==> src/rtl/line_clear.sv <==
// line_clear: removes full rows from a landed board, compacts the rest
// toward the bottom, and keeps a saturating score of lines_cleared^2.
// Ports:
//   clka          clock, all state updates on its rising edge
//   restart       synchronous active-high reset, aborts any operation
//   start         capture board_in and begin an operation
//   board_in      landed board, row r = bits [COLS*r +: COLS], row 0 top
//   board_out     compacted board, held between operations
//   lines_cleared full rows removed by the last operation
//   score         running saturating score
//   busy          high while an operation is in flight
//   done          one-cycle pulse when results are valid
module line_clear #(
    parameter int ROWS    = 8,
    parameter int COLS    = 4,
    parameter int SCORE_W = 16
) (
    input  logic                      clka,
    input  logic                      restart,
    input  logic                      start,
    input  logic [ROWS*COLS-1:0]      board_in,
    output logic [ROWS*COLS-1:0]      board_out,
    output logic [$clog2(ROWS+1)-1:0] lines_cleared,
    output logic [SCORE_W-1:0]        score,
    output logic                      busy,
    output logic                      done
);

    localparam int W     = ROWS * COLS;
    localparam int LW    = $clog2(ROWS + 1);
    localparam int RW    = (ROWS > 1) ? $clog2(ROWS) : 1;
    localparam int SQ_W  = 2 * LW;
    localparam int SUM_W = ((SCORE_W > SQ_W) ? SCORE_W : SQ_W) + 1;

    typedef enum logic [1:0] {
        IDLE,
        SCAN,
        FILL,
        DONE
    } state_t;

    state_t state_q;
    state_t state_d;

    logic [W-1:0]    scratch_q;
    logic [W-1:0]    result_q;
    logic [RW-1:0]   rd_q;
    logic [RW-1:0]   wr_q;
    logic [LW-1:0]   clr_q;

    logic [COLS-1:0] scan_row;
    logic            row_full;
    logic [W-1:0]    fill_board;
    logic [SQ_W-1:0] sq;
    logic [SUM_W-1:0] sum;
    logic [SCORE_W-1:0] score_nxt;
    logic            capture;

    // DONE hands straight back to capture so a held start sustains
    // one board every ROWS+2 cycles.
    assign capture = start && (state_q == IDLE || state_q == DONE);

    always_ff @(posedge clka) begin
        if (restart) begin
            state_q <= IDLE;
        end else begin
            state_q <= state_d;
        end
    end

    always_comb begin
        state_d = state_q;
        busy    = 1'b0;
        done    = 1'b0;
        unique case (state_q)
            IDLE: begin
                if (start) begin
                    state_d = SCAN;
                end
            end
            SCAN: begin
                busy = 1'b1;
                if (rd_q == '0) begin
                    state_d = FILL;
                end
            end
            FILL: begin
                busy    = 1'b1;
                state_d = DONE;
            end
            DONE: begin
                busy    = 1'b1;
                done    = 1'b1;
                state_d = start ? SCAN : IDLE;
            end
            default: state_d = IDLE;
        endcase
    end

    always_comb begin
        scan_row = '0;
        for (int r = 0; r < ROWS; r++) begin
            if (rd_q == RW'(r)) begin
                scan_row = scratch_q[r*COLS +: COLS];
            end
        end
    end

    assign row_full = &scan_row;

    // Rows above the compacted stack (one per cleared row) read as empty.
    always_comb begin
        fill_board = result_q;
        for (int r = 0; r < ROWS; r++) begin
            if (LW'(r) < clr_q) begin
                fill_board[r*COLS +: COLS] = '0;
            end
        end
    end

    // Square and sum are kept wider than the score so the increment
    // itself never truncates before saturation is applied.
    assign sq  = SQ_W'(clr_q) * SQ_W'(clr_q);
    assign sum = SUM_W'(score) + SUM_W'(sq);

    always_comb begin
        if (|sum[SUM_W-1:SCORE_W]) begin
            score_nxt = '1;
        end else begin
            score_nxt = sum[SCORE_W-1:0];
        end
    end

    always_ff @(posedge clka) begin
        if (restart) begin
            scratch_q     <= '0;
            result_q      <= '0;
            rd_q          <= '0;
            wr_q          <= '0;
            clr_q         <= '0;
            board_out     <= '0;
            lines_cleared <= '0;
            score         <= '0;
        end else begin
            if (capture) begin
                scratch_q <= board_in;
                result_q  <= '0;
                rd_q      <= RW'(ROWS - 1);
                wr_q      <= RW'(ROWS - 1);
                clr_q     <= '0;
            end else if (state_q == SCAN) begin
                if (row_full) begin
                    clr_q <= clr_q + 1'b1;
                end else begin
                    for (int r = 0; r < ROWS; r++) begin
                        if (wr_q == RW'(r)) begin
                            result_q[r*COLS +: COLS] <= scan_row;
                        end
                    end
                    wr_q <= wr_q - 1'b1;
                end
                rd_q <= rd_q - 1'b1;
            end else if (state_q == FILL) begin
                board_out     <= fill_board;
                lines_cleared <= clr_q;
                score         <= score_nxt;
            end
        end
    end

endmodule

==> config.mk <==
export PLATFORM = sky130hd
export DESIGN_NAME = line_clear
export DESIGN_NICKNAME = d
export VERILOG_FILES = /design/src/rtl/line_clear.sv
export SDC_FILE = /design/constraint.sdc
export NUM_CORES = 1
export LEC_CHECK = 0
export CAP_MARGIN = 10
export CORE_MARGIN = 5
export CORE_UTILIZATION = 35
export CTS_CLUSTER_DIAMETER = 60
export DETAILED_ROUTE_END_ITERATION = 8
export GPL_TIMING_DRIVEN = 1
export PLACE_DENSITY = 0.6
export RECOVER_POWER = 25
export SLEW_MARGIN = 20
export SYNTH_ARGS = -nofsm -noshare
export SYNTH_HDL_FRONTEND = slang
export SYNTH_SLANG_ARGS = --single-unit
export TNS_END_PERCENT = 50
==> constraint.sdc <==
create_clock -name clka -period 4.5 [get_ports clka]
set_input_delay 1.35 -clock clka [delete_from_list [all_inputs] [get_ports clka]]
set_output_delay 1.35 -clock clka [all_outputs]
set_load 0.05 [all_outputs]
==> results of run 1 <==
layout by cell type, fill, tap and decap left out, types with 2 or more instances in the layout:
cell	count
clkbuf_8	4
nand3_1	5
and3_1	4
xnor2_1	6
nand3b_1	10
clkdlybuf4s50_1	87
o21a_1	2
inv_1	30
clkbuf_16	17
nor2_1	41
ha_1	31
a311oi_1	3
nand4_1	5
and2_1	3
nand2_1	118
nor3_1	3
clkinv_2	4
a221oi_1	7
a31oi_1	6
xor2_1	4
nor2b_1	28
a221oi_2	2
o21bai_1	2
clkbuf_1	2
nand2b_1	10
mux2i_1	39
a21o_1	6
or2_2	5
dfxtp_1	128
or3_1	5
o22ai_1	5
o21ai_0	7
bufinv_16	4
fa_1	2
a211oi_1	10
or3b_2	4
a21oi_1	94
buf_4	4
routing by layer:
layer,up-vias,track usage,routed length [um]
met2,95,0.259,7150
met5,-,0,0
met4,0,0.0556,231
met3,14,0.0467,798
li1,2463,-,-
met1,2288,0.182,6680
registers in the layout, indices dropped and copies added, names as in the netlist:
| signal | flops |
|---|---|
| scratch_q | 32 |
| board_out | 32 |
| wr_q | 3 |
| rd_q | 3 |
| lines_cleared | 4 |
| state_q | 2 |
| score | 16 |
| result_q | 32 |
| clr_q | 4 |
report_power, final:
part | internal [mW] | total, mW | switching, mW
sequential | 1.26 | 1.37 | 0.106
clock | 0.982 | 1.48 | 0.497
combinational | 0.439 | 1.25 | 0.813
total | 2.69 | 4.10 | 1.42
tightest hold or removal path, delay by kind of cell, from the launching register on:
kind | cells | cell delay (ns)
AND/OR/NAND/NOR | 1 | 0.05
flip-flops | 1 | 0.31
AO/OA/AOI/OAI | 1 | 0.05
final cells by class:
class	count	area share
clock inverters	10	0.0207
clock buffers	22	0.0642
repair buffers	93	0.121
multi-input cells	485	0.403
flip-flops and latches	128	0.340
inverters	30	0.0149
well taps	220	0.0365
how the worst max path moves through the flow:
stage	startpoint	endpoint	slack (ns)
6_report	clr_q[0]$_SDFFE_PP0P_	score[7]$_SDFFE_PP0P_	0.97
5_1_grt	clr_q[0]$_SDFFE_PP0P_	score[6]$_SDFFE_PP0P_	0.68
4_1_cts	clr_q[0]$_SDFFE_PP0P_	score[6]$_SDFFE_PP0P_	1.03
3_5_place_dp	clr_q[0]$_SDFFE_PP0P_	score[6]$_SDFFE_PP0P_	1.09
3_3_place_gp	clr_q[0]$_SDFFE_PP0P_	score[4]$_SDFFE_PP0P_	1.29
2_1_floorplan	score[5]$_SDFFE_PP0P_	score[15]$_SDFFE_PP0P_	1.63
through the flow:
step,instance area [sq um],util
after floorplan,5930,-
after global placement,6900,0.416
after detailed placement,6900,0.416
after CTS,7540,0.455
after global routing,7540,0.455
final,7540,0.455
logic make-up after synthesis:
family | Yosys count | synth area share
mux | 40 | 0.0678
buf+inv | 78 | 0.0564
compound gates | 152 | 0.155
flops | 128 | 0.432
xor+xnor | 10 | 0.0148
simple gates | 249 | 0.200
fa+ha+maj | 34 | 0.0743
==> results.md, run 1 <==
- Status: complete, but fails checks
- Violated checks: max-capacitance violations, max-slew violations
- Cell Chain, Critical Path: inv_1, ha_1, ha_1, or2_2, ha_1, a31oi_1, o21bai_1, a31oi_1, a21oi_1, a21boi_1, a211oi_1
- Mapped Cells: slightly below 700
- Layout Cells excl Fill: around 990
- Most numerous cell in the Yosys netlist: dfxtp_1
- Unrepaired setup endpoints after global routing: false
- PwrDens: between 500 and 600 nW/um^2
- Worst setup EP type: flop
- Top FF cell, synth: dfxtp_1
- Initial antenna violation count: 0
- Hold Path End: scratch_q[26]$_SDFFE_PP0P_
- Delay-heaviest family, CP: compound AO/OA/AOI/OAI gates
- Post-synth EDFFs: 0
- CP Data Required Time: 4.79 ns
- Worst setup path class: flop to flop
- Core area: approximately 17000 sq um
- Ys async rst share: 0
- Max Slew Vio Count: 93
- Placed Instances: approximately 960
- Worst path slowest cell: a21oi_1
- Yosys top cell area share: 0.432
- Final Hold Vio Count: 0
- Detailed-route via count: roughly 5000
- Hold Path Class: flop to flop
- Register area share after synthesis: 0.432
- Area of the mapped netlist: between 5000 and 6000 sq um
- Maxcap violations: 1
- Synthesized flop and latch total: about 130
- Crit start category: flop
- Worst-path clk slew: 0.05 ns
- DRT Wirelength: roughly 15000 um
- DP Worst Slack: between 1 and 1.5 ns
- Final period util: 0.784
- CTS Buf Count: 17
- Hold path start: scratch_q[26]$_SDFFE_PP0P_
- Vias in the first global route: approximately 5000
- Yosys warning total: 0
- Fin crit period: between 3 and 4 ns
- First-pass GRT wire length: roughly 24000 um
- Total power: approximately 4.1 mW
- CP peak stage delay: roughly 0.65 ns
- Worst-Margin Slew: 1.92 ns
- Fin nets: 824
- Ant. Diodes: 0
- DRC: 0
- Die width: around 140 um
- Postcts setup bufs: 0
- R2R cell count: 11
- Setup-failing EPs final: 0
- Most frequent cells after synthesis: 128 x dfxtp_1, 118 x nand2_1, 94 x a21oi_1, 42 x nor2_1, 39 x mux2i_1
- Vias per inst: a little under 5
- Initial DRT Pass Iterations: 5
- Maximum vdd drop: between 0.2 and 0.3 mV
- PnR worst setup slack: about 0.97 ns
- DIE HEIGHT: around 140 um
- RD Place Congestion: about 0.8
- Reg area: 2560 sq um
- Worst hold slack: approximately 0.45 ns
- CTS tree: built
- Clock tree root driver cell: clkbuf_16
- Final HPWL DP: 10200 um
- Clock Sink Count: about 130
- Hold path depth: 2
- DR iter-0 viols: approximately 360
- Synth area leaders: dfxtp_1 43%, a21oi_1 7.9%, nand2_1 7.5%
- Leakage: 3.06 nW
- Setup TNS: 0 ns
- Slew HR: -0.283
- Syn-to-layout area delta: 27.2%
- Fmax: about 0.28 GHz
- Critical Path AT: 3.82 ns
- GR Overflow Total: 0
- IO Port Bufs: a little under 90
- Post-synth top area cell: dfxtp_1
- # IOs: 89
- Fill cell count: 1610
- Reg2reg start: clr_q[0]$_SDFFE_PP0P_
- Mapped Avg Cell Area: around 8.6 sq um
- Worst-case clock buffer depth: 2
- ANT nets after route: 0
- CP Buf/Inv Count: 1
- Syn Nets: between 700 and 800
- Resize count post-CTS: 0
- Fraction of layout cells with a size suffix above 1: 0.0716
- Multi-input logic area: approximately 3000 sq um
- Row cnt: 47
- # hold bufs at CTS: 0
- Clk_skew: about 0.0054 ns
- Pin count of the biggest net entering global routing: 93
- GRT Util Overall: 0.152
- Worst-Skew Late Latency: roughly 0.42 ns
- Post-DR wirelength/cell: 15.0 um
- Die area: just under 20000 sq um
- Yosys cell types: 52
- Crit Path Max Fanout: 11
- Critical path depth: 11
- Crit path top cell by count: ha_1
- Initial Utilization: 0.357
- Worst reg2reg setup slack: around 0.97 ns
- RR Endpoint: score[7]$_SDFFE_PP0P_
- Depth of the CTS H-tree: 4
Power figures use the tool's default switching activity.
==> run 2: changes to the inputs <==
Settings changed: PLACE_DENSITY 0.6 to 0.62.
Clock period 4.5 ns to 3 ns, I/O delays scaled along.
==> results.md, run 2 (synthesis gave the netlist of run 1 again) <==
- Worst-path clk slew: approximately 0.050 ns
- Commonest non-fill, non-tap cell in the layout: dfxtp_1
- CTS tree: built
- Vias in the first global route: between 4000 and 5000
- Critical Path AT: ~2 ns
- Max Slew Vio Count: 0
- Final period util: 0.975
- Cell Chain, Critical Path: inv_1, ha_1, inv_1, clkdlybuf4s50_1
- Share of power burned in registers: 0.344
- Hold Path Class: flop to flop
- Worst setup EP type: primary output
- Clock share of power: 0.349
- DR iter-0 viols: 362
- DRT Wirelength: approximately 14000 um
- Unrepaired setup endpoints after global routing: false
- Worst setup path class: flop to primary output
- Clock tree root driver cell: clkbuf_16
- GRT Util Overall: 0.145
- Worst hold slack: between 0.4 and 0.5 ns
- Postcts setup bufs: 0
- Post-DR wirelength/cell: between 10 and 15 um
- Most frequent cells in the layout: 127 x dfxtp_1, 118 x nand2_1, 94 x a21oi_1
- Switch share: 0.342
- CP Data Required Time: 2.10 ns
- Pin count of the biggest net entering global routing: 67
- Top Registers: board_out x32, result_q x32, scratch_q x32
- Delay-heaviest family, CP: buffers and inverters
- Core area: roughly 17000 sq um
- DP Worst Slack: around 0.2 ns
- Resize count post-CTS: 0
- Utilization after layout: 0.454
- Status: complete, no violations
- Internal Power: slightly below 4 mW
- CP peak stage delay: around 0.81 ns
- PnR worst setup slack: about 0.074 ns
- Die area: a little under 20000 sq um
- Leakage: 3.06 nW
- Vias per inst: 4.91
- RD Place Congestion: approximately 0.8
- IO Port Bufs: 88
- Final HPWL DP: 9870 um
- Ant. Diodes: 0
- Fin crit period: 2.93 ns
- Crit Path Max Fanout: 5
- Clk_skew: around 0.0072 ns
- ANT nets after route: 0
- Fill cell count: 1658
- Maxcap violations: 0
- Worst-Margin Slew: 1.36 ns
- CTS Buf Count: 17
- Row cnt: 47
- # hold bufs at CTS: 0
- GR Overflow Total: 0
- Initial Utilization: 0.357
- CP Buf/Inv Count: 3
- Crit start category: flop
- Initial DRT Pass Iterations: 4
- Setup TNS: 0 ns
- Setup-failing EPs final: 0
- # IOs: 89
- DIE HEIGHT: 140 um
- Fraction of layout cells with a size suffix above 1: 0.0752
- Worst path slowest cell: clkdlybuf4s50_1
- DRC: 0
- Syn-to-layout area delta: 27.0%
- Slew HR: 0.0926
- Depth of the CTS H-tree: 4
- Maximum vdd drop: 0.431 mV
- Gate power share: 0.307
- Clock Sink Count: roughly 130
- Initial antenna violation count: 0
- P_sw: 2.05 mW
- Fin nets: around 830
- Worst-Skew Late Latency: 0.42 ns
- PwrDens: between 700 and 800 nW/um^2
- Fmax: around 0.34 GHz
- Die width: 140 um
- First-pass GRT wire length: 23300 um
- Worst-case clock buffer depth: 2
- Final Hold Vio Count: 0
- Crit path top cell by count: inv_1
- Detailed-route via count: ~4900
## run 2: changes by cell type in the layout (fill, tap and decap cells not counted), sizes merged
cell and delta:
clkdlybuf4s50 -1, bufinv -1, clkinvlp -1, clkbuf +4
dlygate4sd3 +1, buf +3, clkinv -2
## run 2: per-layer routing
| metal | vias to the layer above | track usage | part of all wire |
|---|---|---|---|
| li1 | 2476 | - | - |
| met1 | 2267 | 0.186 | 0.47 |
| met2 | 105 | 0.234 | 0.46 |
| met3 | 15 | 0.0446 | 0.048 |
| met4 | 0 | 0.0469 | 0.016 |
| met5 | - | 0 | 0 |
## run 2: path summary, 6_finish.rpt
path                               from                    endpoint  slack, ns  cells past startpoint
max reg2reg        rd_q[1]$_SDFFE_PP0P_       clr_q[2]$_SDFFE_PP0P_       0.20                      8
max             state_q[0]$_SDFFE_PP0P_                        busy       0.07                      4
min          scratch_q[26]$_SDFFE_PP0P_  scratch_q[26]$_SDFFE_PP0P_       0.45                      2
min reg2reg  scratch_q[26]$_SDFFE_PP0P_  scratch_q[26]$_SDFFE_PP0P_       0.45                      2
## run 2: power by group through the flow
stage          registers, mW  clock network (mW)  logic (mW)
6_report                2.06                2.09        1.84
5_1_grt                 2.08                2.18        2.06
4_1_cts                 2.06                2.12        1.87
3_5_place_dp            2.09                   0        1.86
3_3_place_gp            2.09                   0        1.85
2_1_floorplan           2.13                   0        1.37
## run 2: area by class of cell
class,count,area [sq um],share of cell area
Tap cell,220,275,0.0366
Multi-Input combinational cell,485,3040,0.403
Clock inverter,6,105,0.0140
Clock buffer,24,492,0.0653
Timing Repair Buffer,98,943,0.125
Inverter,30,113,0.0150
Sequential cell,128,2560,0.340
## run 2: stage by stage
stage	cells	total power, mW	instance area, sq um
after global placement	961	3.94	6940
after global routing	991	6.32	7530
after CTS	991	6.05	7540
after detailed placement	961	3.95	6940
after floorplan	691	3.50	5930
final	991	5.99	7530
## run 2: worst min-delay path: cells and delay by family (launching register included)
family	cells	cell delay, ns
DFF	1	0.30
and+or+nand+nor	1	0.05
AOI/OAI and AO/OA	1	0.05
==> run 3: changes to the inputs <==
Settings changed: SLEW_MARGIN 20 to default.
==> results of run 3 <==
Final layout, timing and power as in run 2 (identical DEF).
